===== src/rtl/font_rom_pkg.sv =====
// Shared font ROM constants and the read-tag type used by the renderer, loader and arbiter.
package font_rom_pkg;
  localparam int ADDR_W         = 11;
  localparam int FONT_W         = 8;
  localparam int FONT_H         = 16;
  localparam int FONT_LINESHIFT = 4;

  typedef enum logic [1:0] {
    TAG_NONE = 2'd0,
    TAG_R    = 2'd1,
    TAG_S    = 2'd2
  } e_rom_tag;
endpackage


===== src/rtl/font_rom_arbiter_rom_req_fifo.sv =====
// Two-entry address FIFO holding secondary-client ROM reads until an idle ROM slot appears.
module rom_req_fifo #(
  parameter int W = font_rom_pkg::ADDR_W
) (
  input  logic         clk,
  input  logic         rst_n,
  input  logic         push,
  input  logic [W-1:0] din,
  input  logic         pop,
  output logic         full,
  output logic         empty,
  output logic [W-1:0] head
);
  logic [W-1:0] mem_q [2];
  logic [W-1:0] mem_d [2];
  logic         wr_ptr_q, wr_ptr_d;
  logic         rd_ptr_q, rd_ptr_d;
  logic [1:0]   cnt_q, cnt_d;

  always_comb begin
    mem_d    = mem_q;
    wr_ptr_d = wr_ptr_q;
    rd_ptr_d = rd_ptr_q;
    if (push) begin
      mem_d[wr_ptr_q] = din;
      wr_ptr_d        = ~wr_ptr_q;
    end
    if (pop) begin
      rd_ptr_d = ~rd_ptr_q;
    end
    cnt_d = cnt_q + {1'b0, push} - {1'b0, pop};
  end

  // Payload storage needs no reset; occupancy is tracked by the pointers and count.
  always_ff @(posedge clk) begin
    mem_q <= mem_d;
  end

  always_ff @(posedge clk or negedge rst_n) begin
    if (!rst_n) begin
      wr_ptr_q <= 1'b0;
      rd_ptr_q <= 1'b0;
      cnt_q    <= 2'd0;
    end else begin
      wr_ptr_q <= wr_ptr_d;
      rd_ptr_q <= rd_ptr_d;
      cnt_q    <= cnt_d;
    end
  end

  assign full  = (cnt_q == 2'd2);
  assign empty = (cnt_q == 2'd0);
  assign head  = mem_q[rd_ptr_q];
endmodule


===== src/rtl/font_rom_arbiter.sv =====
// Font ROM port arbiter: renderer reads issue immediately at fixed latency, secondary reads
// are queued and slotted into renderer idle cycles, with a sticky starvation flag.
module font_rom_arbiter #(
  parameter int ADDR_W     = font_rom_pkg::ADDR_W,
  parameter int FONT_W     = font_rom_pkg::FONT_W,
  parameter int ROM_LAT    = 2,
  parameter int STARVE_MAX = 1023
) (
  input  logic              clk,
  input  logic              rst_n,
  input  logic              r_req,
  input  logic [ADDR_W-1:0] r_addr,
  output logic              r_valid,
  output logic [FONT_W-1:0] r_q,
  input  logic              s_req,
  input  logic [ADDR_W-1:0] s_addr,
  output logic              s_ready,
  output logic              s_valid,
  output logic [FONT_W-1:0] s_q,
  input  logic              clr_starved,
  output logic              starved,
  output logic              rom_clk,
  output logic [ADDR_W-1:0] rom_addr,
  input  logic [FONT_W-1:0] rom_q
);
  import font_rom_pkg::*;

  localparam int               CNT_W    = $clog2(STARVE_MAX + 1);
  localparam logic [CNT_W-1:0] WAIT_MAX = CNT_W'(STARVE_MAX);

  logic              fifo_push, fifo_pop, fifo_full, fifo_empty;
  logic [ADDR_W-1:0] fifo_head;

  logic [ADDR_W-1:0] rom_addr_q, rom_addr_d;
  e_rom_tag          tag_q [ROM_LAT+1];
  e_rom_tag          tag_d [ROM_LAT+1];
  e_rom_tag          issue_tag, ret_tag;
  logic              r_valid_q, r_valid_d;
  logic              s_valid_q, s_valid_d;
  logic [FONT_W-1:0] r_q_q, r_q_d;
  logic [FONT_W-1:0] s_q_q, s_q_d;
  logic [CNT_W-1:0]  wait_q, wait_d;
  logic              starved_q, starved_d;
  logic              run_q;

  // run_q keeps s_ready low until the first clock after reset release.
  assign fifo_push = s_req & s_ready;
  assign s_ready   = run_q & ~fifo_full;

  rom_req_fifo #(.W(ADDR_W)) u_fifo (
    .clk   (clk),
    .rst_n (rst_n),
    .push  (fifo_push),
    .din   (s_addr),
    .pop   (fifo_pop),
    .full  (fifo_full),
    .empty (fifo_empty),
    .head  (fifo_head)
  );

  always_comb begin
    issue_tag  = TAG_NONE;
    rom_addr_d = rom_addr_q;
    fifo_pop   = 1'b0;
    if (r_req) begin
      issue_tag  = TAG_R;
      rom_addr_d = r_addr;
    end else if (!fifo_empty) begin
      issue_tag  = TAG_S;
      rom_addr_d = fifo_head;
      fifo_pop   = 1'b1;
    end

    // Stage 0 is aligned with rom_addr; the last stage lines up with valid rom_q.
    tag_d[0] = issue_tag;
    for (int i = 1; i <= ROM_LAT; i++) begin
      tag_d[i] = tag_q[i-1];
    end
    ret_tag = tag_q[ROM_LAT];

    r_valid_d = (ret_tag == TAG_R);
    s_valid_d = (ret_tag == TAG_S);
    r_q_d     = r_valid_d ? rom_q : r_q_q;
    s_q_d     = s_valid_d ? rom_q : s_q_q;

    if (fifo_empty || (issue_tag == TAG_S)) begin
      wait_d = '0;
    end else if (wait_q != WAIT_MAX) begin
      wait_d = wait_q + CNT_W'(1);
    end else begin
      wait_d = wait_q;
    end

    starved_d = clr_starved ? 1'b0 : (starved_q | (wait_d == WAIT_MAX));
  end

  always_ff @(posedge clk or negedge rst_n) begin
    if (!rst_n) begin
      rom_addr_q <= '0;
      for (int i = 0; i <= ROM_LAT; i++) begin
        tag_q[i] <= TAG_NONE;
      end
      r_valid_q <= 1'b0;
      s_valid_q <= 1'b0;
      r_q_q     <= '0;
      s_q_q     <= '0;
      wait_q    <= '0;
      starved_q <= 1'b0;
      run_q     <= 1'b0;
    end else begin
      rom_addr_q <= rom_addr_d;
      for (int i = 0; i <= ROM_LAT; i++) begin
        tag_q[i] <= tag_d[i];
      end
      r_valid_q <= r_valid_d;
      s_valid_q <= s_valid_d;
      r_q_q     <= r_q_d;
      s_q_q     <= s_q_d;
      wait_q    <= wait_d;
      starved_q <= starved_d;
      run_q     <= 1'b1;
    end
  end

  assign rom_clk  = clk;
  assign rom_addr = rom_addr_q;
  assign r_valid  = r_valid_q;
  assign r_q      = r_q_q;
  assign s_valid  = s_valid_q;
  assign s_q      = s_q_q;
  assign starved  = starved_q;
endmodule


===== config.mk =====
export PLATFORM = sky130hd
export DESIGN_NAME = font_rom_arbiter
export DESIGN_NICKNAME = d
export VERILOG_FILES = /design/src/rtl/font_rom_pkg.sv /design/src/rtl/font_rom_arbiter_rom_req_fifo.sv /design/src/rtl/font_rom_arbiter.sv
export SDC_FILE = /design/constraint.sdc
export NUM_CORES = 1
export LEC_CHECK = 0
export BUFFER_PORTS_ARGS = -buffer_cell sky130_fd_sc_hd__buf_2
export CAP_MARGIN = 40
export CORE_MARGIN = 2
export CORE_UTILIZATION = 53
export DETAILED_ROUTE_END_ITERATION = 6
export PLACE_DENSITY = 0.83
export SKIP_LAST_GASP = 1
export SYNTH_ARGS = -nofsm -noshare
export SYNTH_HDL_FRONTEND = slang
export SYNTH_SLANG_ARGS = --single-unit

===== constraint.sdc =====
create_clock -name clk -period 2.27 [get_ports clk]
set_input_delay 0.3405 -clock clk [delete_from_list [all_inputs] [get_ports clk]]
set_output_delay 0.3405 -clock clk [all_outputs]
set_load 0.01 [all_outputs]

# Word-level counts from Yosys, hierarchy flattened
# Index checks and enable logic that the tools add are counted.
# word_totals
regBits	73
memories	0
latch_bits	0
mem_bits_ro	0
ramBits	0
# classes
multipliers	0
shift	0
mux	15
n_addsub	3
magnitude_cmp	3
eq_ne	7
n_div	0
n_bitwise	8
n_reduce_logical	3
# ops
op	n
two-way mux 11 bit	6
bitwise mux 22 bit	1
two-way mux 10 bit	2
demux 11 bit (select 1 bit)	1
adder 10 x 1 -> 10 bit (second input constant)	1
equality test 10 bit (second input constant)	1
inequality test 10 bit (second input constant)	1
equality test 2 bit (second input constant)	3
greater-or-equal comparator 2 bit (second input constant)	2
two-way mux 2 bit	2
inverter 1 -> 2 bit	2
two-way mux 1 bit	3
inverter 1 bit	3
adder 2 x 1 -> 2 bit	1
AND 1 bit	2
equality test 2 x 1 -> 1 bit (second input constant)	1
logical NOT 2 bit	1
< comparator 2 x 1 -> 1 bit (second input constant)	1
inequality test 2 bit (second input constant)	1
subtractor 2 x 1 -> 2 bit	1
logical AND 1 bit	1
logical OR 1 bit	1
bitwise OR 1 bit	1

# Longest topological paths before layout
# Gate-level depths: netlist of the first run.
# depth
depth_word	9
mapped_depth	8
ltp_nobuf	7

# Modules after synthesis
# Synthesis of the first run repeated with hierarchy kept, for this count alone.
# hier_totals
cells_unflattened	219
hier_area_um2	3115.5
# by_module_without_submodules
module	n_inst	cells_per_inst	seq_area_each_um2	area_each_um2
font_rom_arbiter	1	170	1176.1	2089.5
rom_req_fifo	1	49	760.7	1026.0

==> reports/results.txt, run 1 <==
GRT Total Usage - 0.2084
synthesized area per cell - 13.10 sq um
clock transition at the registers of the reported paths - 0.08 ns
worst skew pair latency - 0.44 ns
Max Fclk - 0.5244 GHz
max_slew headroom - 0.4873
die height - 79.41 um
CP Capture Type - register
Finish-stage setup viols - 0
RSZ-0062 raised after global routing - no
final worst-path cycle share - 0.8400
layout cells sized above 1 - 0.3742
Max Cap Viol - 0
die width - 79.41 um
WL per Instance - 14.89 um
CTS tree - yes
RD Place Congestion - 0.8842
min-delay worst type - in -> reg
post-synthesis sequential area ratio - 0.6426
EDFF count, synth - 22
Async SR Flop Fraction - 0.6986
Boundary Pins - 67
Slew Viols, Final - 0
vias in the first global route - 2030
P_leak - 1.685 nW
min cycle time layout - 1.907 ns
Routed Antenna Nets - 0
Overall Power - 0.004069 W
status - finished, final reports clean
Synthesis Warnings - 0
antenna violations before repair - 0
Worst Max-Slew Pin Slew - 0.7674 ns
# nets final - 343
hpwl dp - 4048 um
largest net degree at the start of global routing - 23
PortBufs - 66
Worst Path Arrival - 2.26 ns
area delta synth->final - 21.38%
antenna cells - 0
flops & latches, synth - 73
Worst Path Required - 2.63 ns
Layout Skew - 0.007652 ns
Core Rows - 27
drt drc - 0
Crit Path Category - reg -> reg
# resized after CTS - 0
final wirelength - 5687 um
total number of vias - 1985
IR drop worst, VDD - 0.6348 mV
die area - 0.006306 sq mm
Final Hold Viols - 0
syn_nets - 268
DR top layer - met4
Post-Syn Area - 0.003014 sq mm
first-pass GRT wire length - 9653 um
cells after synthesis - 230
sum of negative setup slack - 0 ns
Initial Util - 0.5474
CP Launch Type - register
GR Overflow Total - 0
Core Region - 0.005507 sq mm
vias per inst - 5.196
power per standard cell area - 1112 mW/mm^2
routed wl met2 - 2816 um
1st-iter DRT viols - 114
met3 wire len - 255 um
critical-path maximum fanout - 6
most used flip-flop cell after synthesis - dfrtp_1
synth unique cells - 44
Metal-1 WL - 2390 um
1st-pass router iterations - 4
## where the power goes
group / total (W) / switching (W) / leakage (nW) / internal (W)
registers: 0.00187 / 0.000211 / 0.829 / 0.00166
logic: 0.00101 / 0.000529 / 0.726 / 0.000480
clock network: 0.00119 / 0.000517 / 0.130 / 0.000670
## flip-flops by register name, summed over array words and instances, names as in the netlist
name and cells:
r_q 8, r_valid 1, ret_tag 2, rom_addr 11, run_q 1, s_q 8, s_valid 1, starved 1
tag_d 4, u_fifo.cnt_q 2, u_fifo.mem_q 22, u_fifo.rd_ptr_q 1, u_fifo.wr_ptr_q 1, wait_q 10
## cells in the mapped netlist, drive strengths merged, types with 2 or more instances
library cell,number,area share
dfrtp,51,0.42
nor2,25,0.031
edfxtp,22,0.22
mux2,16,0.060
nand2,15,0.019
mux2i,14,0.046
o21ai,14,0.024
a21oi,12,0.020
inv,7,0.0087
clkbuf,6,0.0075
buf,5,0.015
nand3,5,0.014
nand4,4,0.010
xnor2,4,0.012
and3,3,0.0066
ha,3,0.012
nor3,3,0.0087
xor2,3,0.0087
nand2b,2,0.0042
## layer usage
metal	global-route usage	up-vias
met2	0.3195	58
met3	0.05317	20
met5	0	-
met1	0.2583	948
li1	-	959
met4	0.1466	0
## critical path, cell delays in order, from the launching register on
cell and delay (ns):
dfrtp_1 0.45, ha_1 0.29, nand3_1 0.21, o21ai_0 0.19, nor3b_1 0.37, nand3_2 0.13
o31ai_2 0.18
## layout make-up
cell class / count / area, sq um
well taps: 72 / 90.09
repair buffers: 71 / 372.9
clock inverters: 5 / 62.56
flip-flops and latches: 73 / 1937
inverters: 7 / 26.28
multi-input cells: 139 / 982.2
fillers: 419 / 1848
clock buffers: 15 / 187.7
## placed cells by master (no fill, tap or decap), types with 2 or more instances in the layout
cell	instances
nand2_1	15
xnor2_1	4
nand3_1	3
clkinv_4	2
dfrtp_1	51
nor2_1	25
o21ai_1	5
inv_1	7
xor2_1	3
buf_4	5
and3_1	2
o21ai_0	8
nand4_1	3
nand2b_1	2
buf_2	66
ha_1	3
a21oi_1	12
edfxtp_1	22
mux2_2	16
mux2i_1	14
nor3_1	2
clkbuf_8	13
## what timing repair did
item                                   in CTS  in global routing
hold buffers                                1                  0
buffers inserted                            0                  0
endpoints found under the hold margin      15                  0
## cells by family after synthesis
| group | Yosys count | share of synthesized area |
|---|---|---|
| AOI/OAI and AO/OA | 34 | 0.07265 |
| xor gates and xnor gates | 7 | 0.02034 |
| adders and majority gates | 3 | 0.01245 |
| buffers and inverters | 18 | 0.03155 |
| DFF | 73 | 0.6426 |
| muxes | 30 | 0.1063 |
| other | 1 | 0.001244 |
| and+or+nand+nor | 64 | 0.1129 |
## through the flow
| stage | utilization | area [sq um] | hold slack (ns) | setup slack [ns] | cells |
|---|---|---|---|---|---|
| floorplan | - | 3014 | 0.04491 | 0.3828 | 230 |
| global placement | 0.6180 | 3403 | 0.2891 | 0.4912 | 362 |
| detailed placement | 0.6180 | 3403 | 0.2907 | 0.3936 | 362 |
| CTS | 0.6644 | 3659 | 0.04998 | 0.3591 | 382 |
| global route | 0.6644 | 3659 | 0.05357 | 0.1865 | 382 |
| finish | 0.6644 | 3659 | 0.07239 | 0.3632 | 382 |
## worst paths after layout
path	start	endpoint	slack, ns	cells after the start
setup / recovery	wait_q[0]	starved	0.36	6
hold reg to reg	tag_d[2]	tag_d[0]	0.35	0
min in group asynchronous	rst_n	rom_addr[7]	0.35	2
max in group asynchronous	rst_n	s_q[3]	1.33	3
setup reg to reg	wait_q[0]	starved	0.36	6
hold / removal	r_req	tag_d[2]	0.07	1
Note: power is estimated with default switching activity, not from simulation.
==> run 2, diff against run 1 <==
clock period = 1.9 ns   (was 2.27 ns; I/O delays follow)
==> reports/results.txt, run 2 (synthesized netlist as in run 1, its figures left out) <==
Final Hold Viols - 0
area delta synth->final - 23.66%
Util after Layout - 0.6769
Hold Path Origin - s_addr[6]
1st-pass router iterations - 4
max_slew headroom - 0.6324
RSZ-0062 raised after global routing - no
clock transition at the registers of the reported paths - 0.08 ns
min cycle time layout - 1.712 ns
Finish-stage setup viols - 0
Core Rows - 27
Reg with most FFs - u_fifo.mem_q
# nets final - 349
status - finished, final reports clean
worst r2r src - wait_q[1]
Min Hold Slack - 0.02447 ns
final worst-path cycle share - 0.9009
PortBufs - 66
GR Overflow Total - 0
min-delay worst type - in -> reg
worst skew pair latency - 0.45 ns
Crit Path Category - reg -> reg
Layout Skew - 0.006092 ns
IR drop worst, VDD - 0.7744 mV
CP Capture Type - register
Overall Power - 0.004988 W
critical-path maximum fanout - 6
Slew Viols, Final - 0
vias per inst - 5.196
CP Launch Type - register
WL per Instance - 14.63 um
die width - 79.41 um
Worst Path Arrival - 2.07 ns
Routed Antenna Nets - 0
Boundary Pins - 67
Core Region - 0.005507 sq mm
first-pass GRT wire length - 9287 um
P_leak - 1.717 nW
final wirelength - 5677 um
antenna violations before repair - 0
Worst Max-Slew Pin Slew - 0.5514 ns
Largest register FFs - 22
commonest non-fill, non-tap cell in the layout - buf_2
1st-iter DRT viols - 88
most frequent cells in the layout - 66 x buf_2, 51 x dfrtp_1, 25 x nor2_1
drt drc - 0
Max Fclk - 0.5842 GHz
largest net degree at the start of global routing - 23
RD Place Congestion - 0.8184
layout cells sized above 1 - 0.3892
CTS tree - yes
power per standard cell area - 1338 mW/mm^2
worst setup path startpoint - wait_q[1]
vias in the first global route - 2117
die area - 0.006306 sq mm
hpwl dp - 3887 um
sum of negative setup slack - 0 ns
Cell Area, Placed - 0.003433 sq mm
Max Cap Viol - 0
die height - 79.41 um
Initial Util - 0.5474
GRT Total Usage - 0.2001
antenna cells - 0
Worst Path Required - 2.26 ns
Design Area, Final - 0.003727 sq mm
total number of vias - 2016
-- run 2: area by class of cell --
type / count / area, sq um
clock buffer: 13 / 170.2
clock inverter: 7 / 93.84
fill: 403 / 1779
inverter: 7 / 26.28
multi-input combinational: 139 / 989.7
sequential: 73 / 1937
tap: 72 / 90.09
timing repair buffer: 77 / 420.4
-- run 2: report_power, final --
group	switching [W]	total (W)	internal, W
logic	0.000713	0.00132	0.000608
clock network	0.000613	0.00150	0.000887
registers	0.000180	0.00217	0.00199
-- run 2: per-layer routing --
| layer | wire (um) | up-vias | track usage |
|---|---|---|---|
| li1 | - | 973 | - |
| met1 | 2249 | 967 | 0.2095 |
| met2 | 2973 | 67 | 0.3390 |
| met3 | 351 | 9 | 0.07240 |
| met4 | 102 | 0 | 0.1293 |
| met5 | 0 | - | 0 |
-- run 2: worst max-delay path, cell delays in order (launching register included) --
cell     delay, ns
dfrtp_1       0.41
ha_2          0.26
and3_1        0.20
nand3_1       0.13
xnor2_1       0.26
a32oi_1       0.12
o31ai_2       0.24
-- run 2: path summary, 6_finish.rpt --
kind | depth (start not counted) | slack [ns] | endpoint
worst max register to register | 6 | 0.19 | starved
worst min-delay path | 1 | 0.02 | u_fifo.mem_q[17]
max in group asynchronous | 3 | 0.97 | wait_q[9]
worst max-delay path | 6 | 0.19 | starved
min in group asynchronous | 2 | 0.33 | s_q[3]
worst min register to register | 0 | 0.36 | tag_d[0]
-- run 2: stage by stage --
stage          std cells  setup slack [ns]
6_report             388            0.1882
4_1_cts              387           0.04631
3_3_place_gp         366            0.1704
5_1_grt              388           0.02997
3_5_place_dp         366           0.08456
2_1_floorplan        230           0.01284
-- run 2: what timing repair did --
action | CTS | global route
gates resized for setup | 0 | 2
endpoints found under the setup margin | 0 | 1
endpoints found under the hold margin | 21 | 0
setup buffers | 0 | 1
hold buffers | 2 | 0
==> run 3, diff against run 2 <==
CELL_PAD_IN_SITES_DETAIL_PLACEMENT = 0   (was not set)
CELL_PAD_IN_SITES_GLOBAL_PLACEMENT = 2   (was not set)
CORE_UTILIZATION = 37   (was 53)
PLACE_DENSITY = 0.84   (was 0.83)
SYNTH_HIERARCHICAL = 1   (was not set)
==> reports/results.txt, run 3 <==
status - finished, final reports clean
area leader, netlist - dfrtp_1
Util after Layout - 0.4666
drt drc - 0
Initial Util - 0.3811
R2R cell count - 5
RD Place Congestion - 0.8383
RR Endpoint - starved
top-count cell post-synth - dfrtp_1
Critical path buffers and inverters - 0
Finish-stage setup viols - 0
1st-pass router iterations - 4
Core Region - 0.008175 sq mm
CP endpoint - starved
Max Fclk - 0.5759 GHz
most used flip-flop cell after synthesis - dfrtp_1
PortBufs - 66
WL per Instance - 13.96 um
WP depth - 5
area delta synth->final - 22.45%
worst setup path startpoint - wait_q[2]
Core Rows - 33
most frequent cells in the layout - 66 x buf_2, 51 x dfrtp_1, 22 x edfxtp_1
Worst Path Arrival - 2.09 ns
sum of negative setup slack - 0 ns
post-synth top area share - 0.4096
layout cells sized above 1 - 0.3762
Layout Skew - 0.007482 ns
post-synthesis sequential area ratio - 0.6217
power per standard cell area - 1288 mW/mm^2
synth top area cells - dfrtp_1 41%, edfxtp_1 21%, mux2_1 5.8%, mux2_4 4.3%, mux2i_1 4.2%
final worst-path cycle share - 0.9139
commonest non-fill, non-tap cell in the layout - buf_2
storage element area - 0.001937 sq mm
1st-iter DRT viols - 118
synth unique cells - 43
most frequent cells after synthesis - 51 x dfrtp_1, 22 x edfxtp_1, 16 x mux2_1
largest net degree at the start of global routing - 52
CTS tree - yes
hpwl dp - 3879 um
vias per inst - 4.797
clock transition at the registers of the reported paths - 0.08 ns
Post-Syn Area - 0.003115 sq mm
Crit path largest cell delay - 0.47 ns
min-delay worst type - in -> reg
Fillers - 768
die area - 0.009170 sq mm
Largest register FFs - 22
IR drop worst, VDD - 0.4987 mV
Worst Path Required - 2.26 ns
CP delay by family, top - compound AO/OA/AOI/OAI gates
CP max-delay cell - dfrtp_1
multi-input logic area - 0.001067 sq mm
syn_nets - 257
GR Overflow Total - 0
worst skew pair latency - 0.45 ns
RSZ-0062 raised after global routing - no
cells after synthesis - 219
CP Cell Sequence - and4_1 -> nand3_4 -> a211oi_4 -> o211ai_1 -> o32ai_2
first-pass GRT wire length - 9522 um
CP Launch Type - register
# nets final - 336
antenna violations before repair - 0
Routed Antenna Nets - 0
die height - 95.76 um
Final Hold Viols - 0
Reg with most FFs - u_fifo/mem_q
P_leak - 1.705 nW
Crit Path Category - reg -> reg
antenna cells - 0
Min Hold Slack - 0.02635 ns
total number of vias - 1957
vias in the first global route - 1998
Max Cap Viol - 0
die width - 95.76 um
GRT Total Usage - 0.1409
Slew Viols, Final - 0
Boundary Pins - 67
placed cells - 387
Post CTS Setup Buffer Count - 0
Reg2Reg Setup Slack - 0.16 ns
synthesized area per cell - 14.23 sq um
min cycle time layout - 1.736 ns
CP Capture Type - register
Async SR Flop Fraction - 0.6986
EDFF count, synth - 22
Synthesis Warnings - 6
critical-path maximum fanout - 9
final std cells w/o fill - 408
Overall Power - 0.004915 W
flops & latches, synth - 73
worst r2r src - wait_q[2]
final wirelength - 5694 um
==> run 3: changes by cell type after synthesis, moves of 3 or more <==
cell	before	now
o21ai_1	5	9
mux2_2	16	2
xnor2_1	4	1
a21oi_1	12	4
mux2_1	0	16
mux2_4	0	9
nor2b_1	1	7
and2_1	0	4
inv_1	7	4
nor2_1	25	6
nor3_2	0	4
o21ai_0	8	4
==> run 3: metal layers <==
metal / track usage / vias to the layer above / wire length (um)
li1: - / 944 / -
met1: 0.1731 / 963 / 2561
met2: 0.2244 / 40 / 2825
met3: 0.03602 / 10 / 200
met4: 0.08333 / 0 / 107
met5: 0 / - / 0
==> run 3: timing repair <==
| action | in CTS | in global routing |
|---|---|---|
| hold buffers | 2 | 0 |
| hold endpoints to repair | 52 | 0 |
| gates resized for setup | 0 | 0 |
==> run 3: how the worst min path moves through the flow <==
stage,cells after the start,start,to
global placement,2,rst_n,r_q[7]
detailed placement,2,rst_n,rom_addr[0]
floorplan,0,rst_n,r_q[0]
finish,1,s_addr[8],u_fifo/mem_q[19]
global route,1,s_addr[8],u_fifo/mem_q[8]
CTS,1,s_addr[5],u_fifo/mem_q[16]
==> run 3: worst reg2reg max path, cell delays in order, from the launching register on <==
cell and delay (ns):
dfrtp_1 0.47, and4_1 0.41, nand3_4 0.17, a211oi_4 0.25, o211ai_1 0.14, o32ai_2 0.20
==> run 3: logic make-up (layout without fill, tap and decap cells) <==
logic type      count (synthesis)  count (layout)  synth area share
simple gates                   54              54            0.1020
compound gates                 27              27           0.05824
other cells                     1               1          0.001204
flops                          73              73            0.6217
mux                            40              40            0.1502
xor+xnor                        5               5           0.01888
buf+inv                        16             100           0.03574
fa+ha+maj                       3               3           0.01205
==> run 3: report_power, final <==
part           switching [W]  internal, W
clock               0.000630     0.000761
combinational       0.000675     0.000697
sequential          0.000171      0.00198
total                0.00148      0.00344
==> run 3: per-stage QoR <==
step	setup WS, ns	instance area, sq um
after floorplan	0.004361	3115
after global placement	0.2243	3561
after detailed placement	0.1850	3561
after CTS	0.1763	3815
after global routing	0.05231	3815
final	0.1636	3815
==> run 3: area by class of cell <==
| type | count | area share |
|---|---|---|
| well taps | 105 | 0.03444 |
| clock buffers | 14 | 0.04559 |
| flip-flops and latches | 73 | 0.5077 |
| clock inverters | 6 | 0.01705 |
| multi-input cells | 130 | 0.2798 |
| repair buffers | 76 | 0.1115 |
| inverters | 4 | 0.003936 |
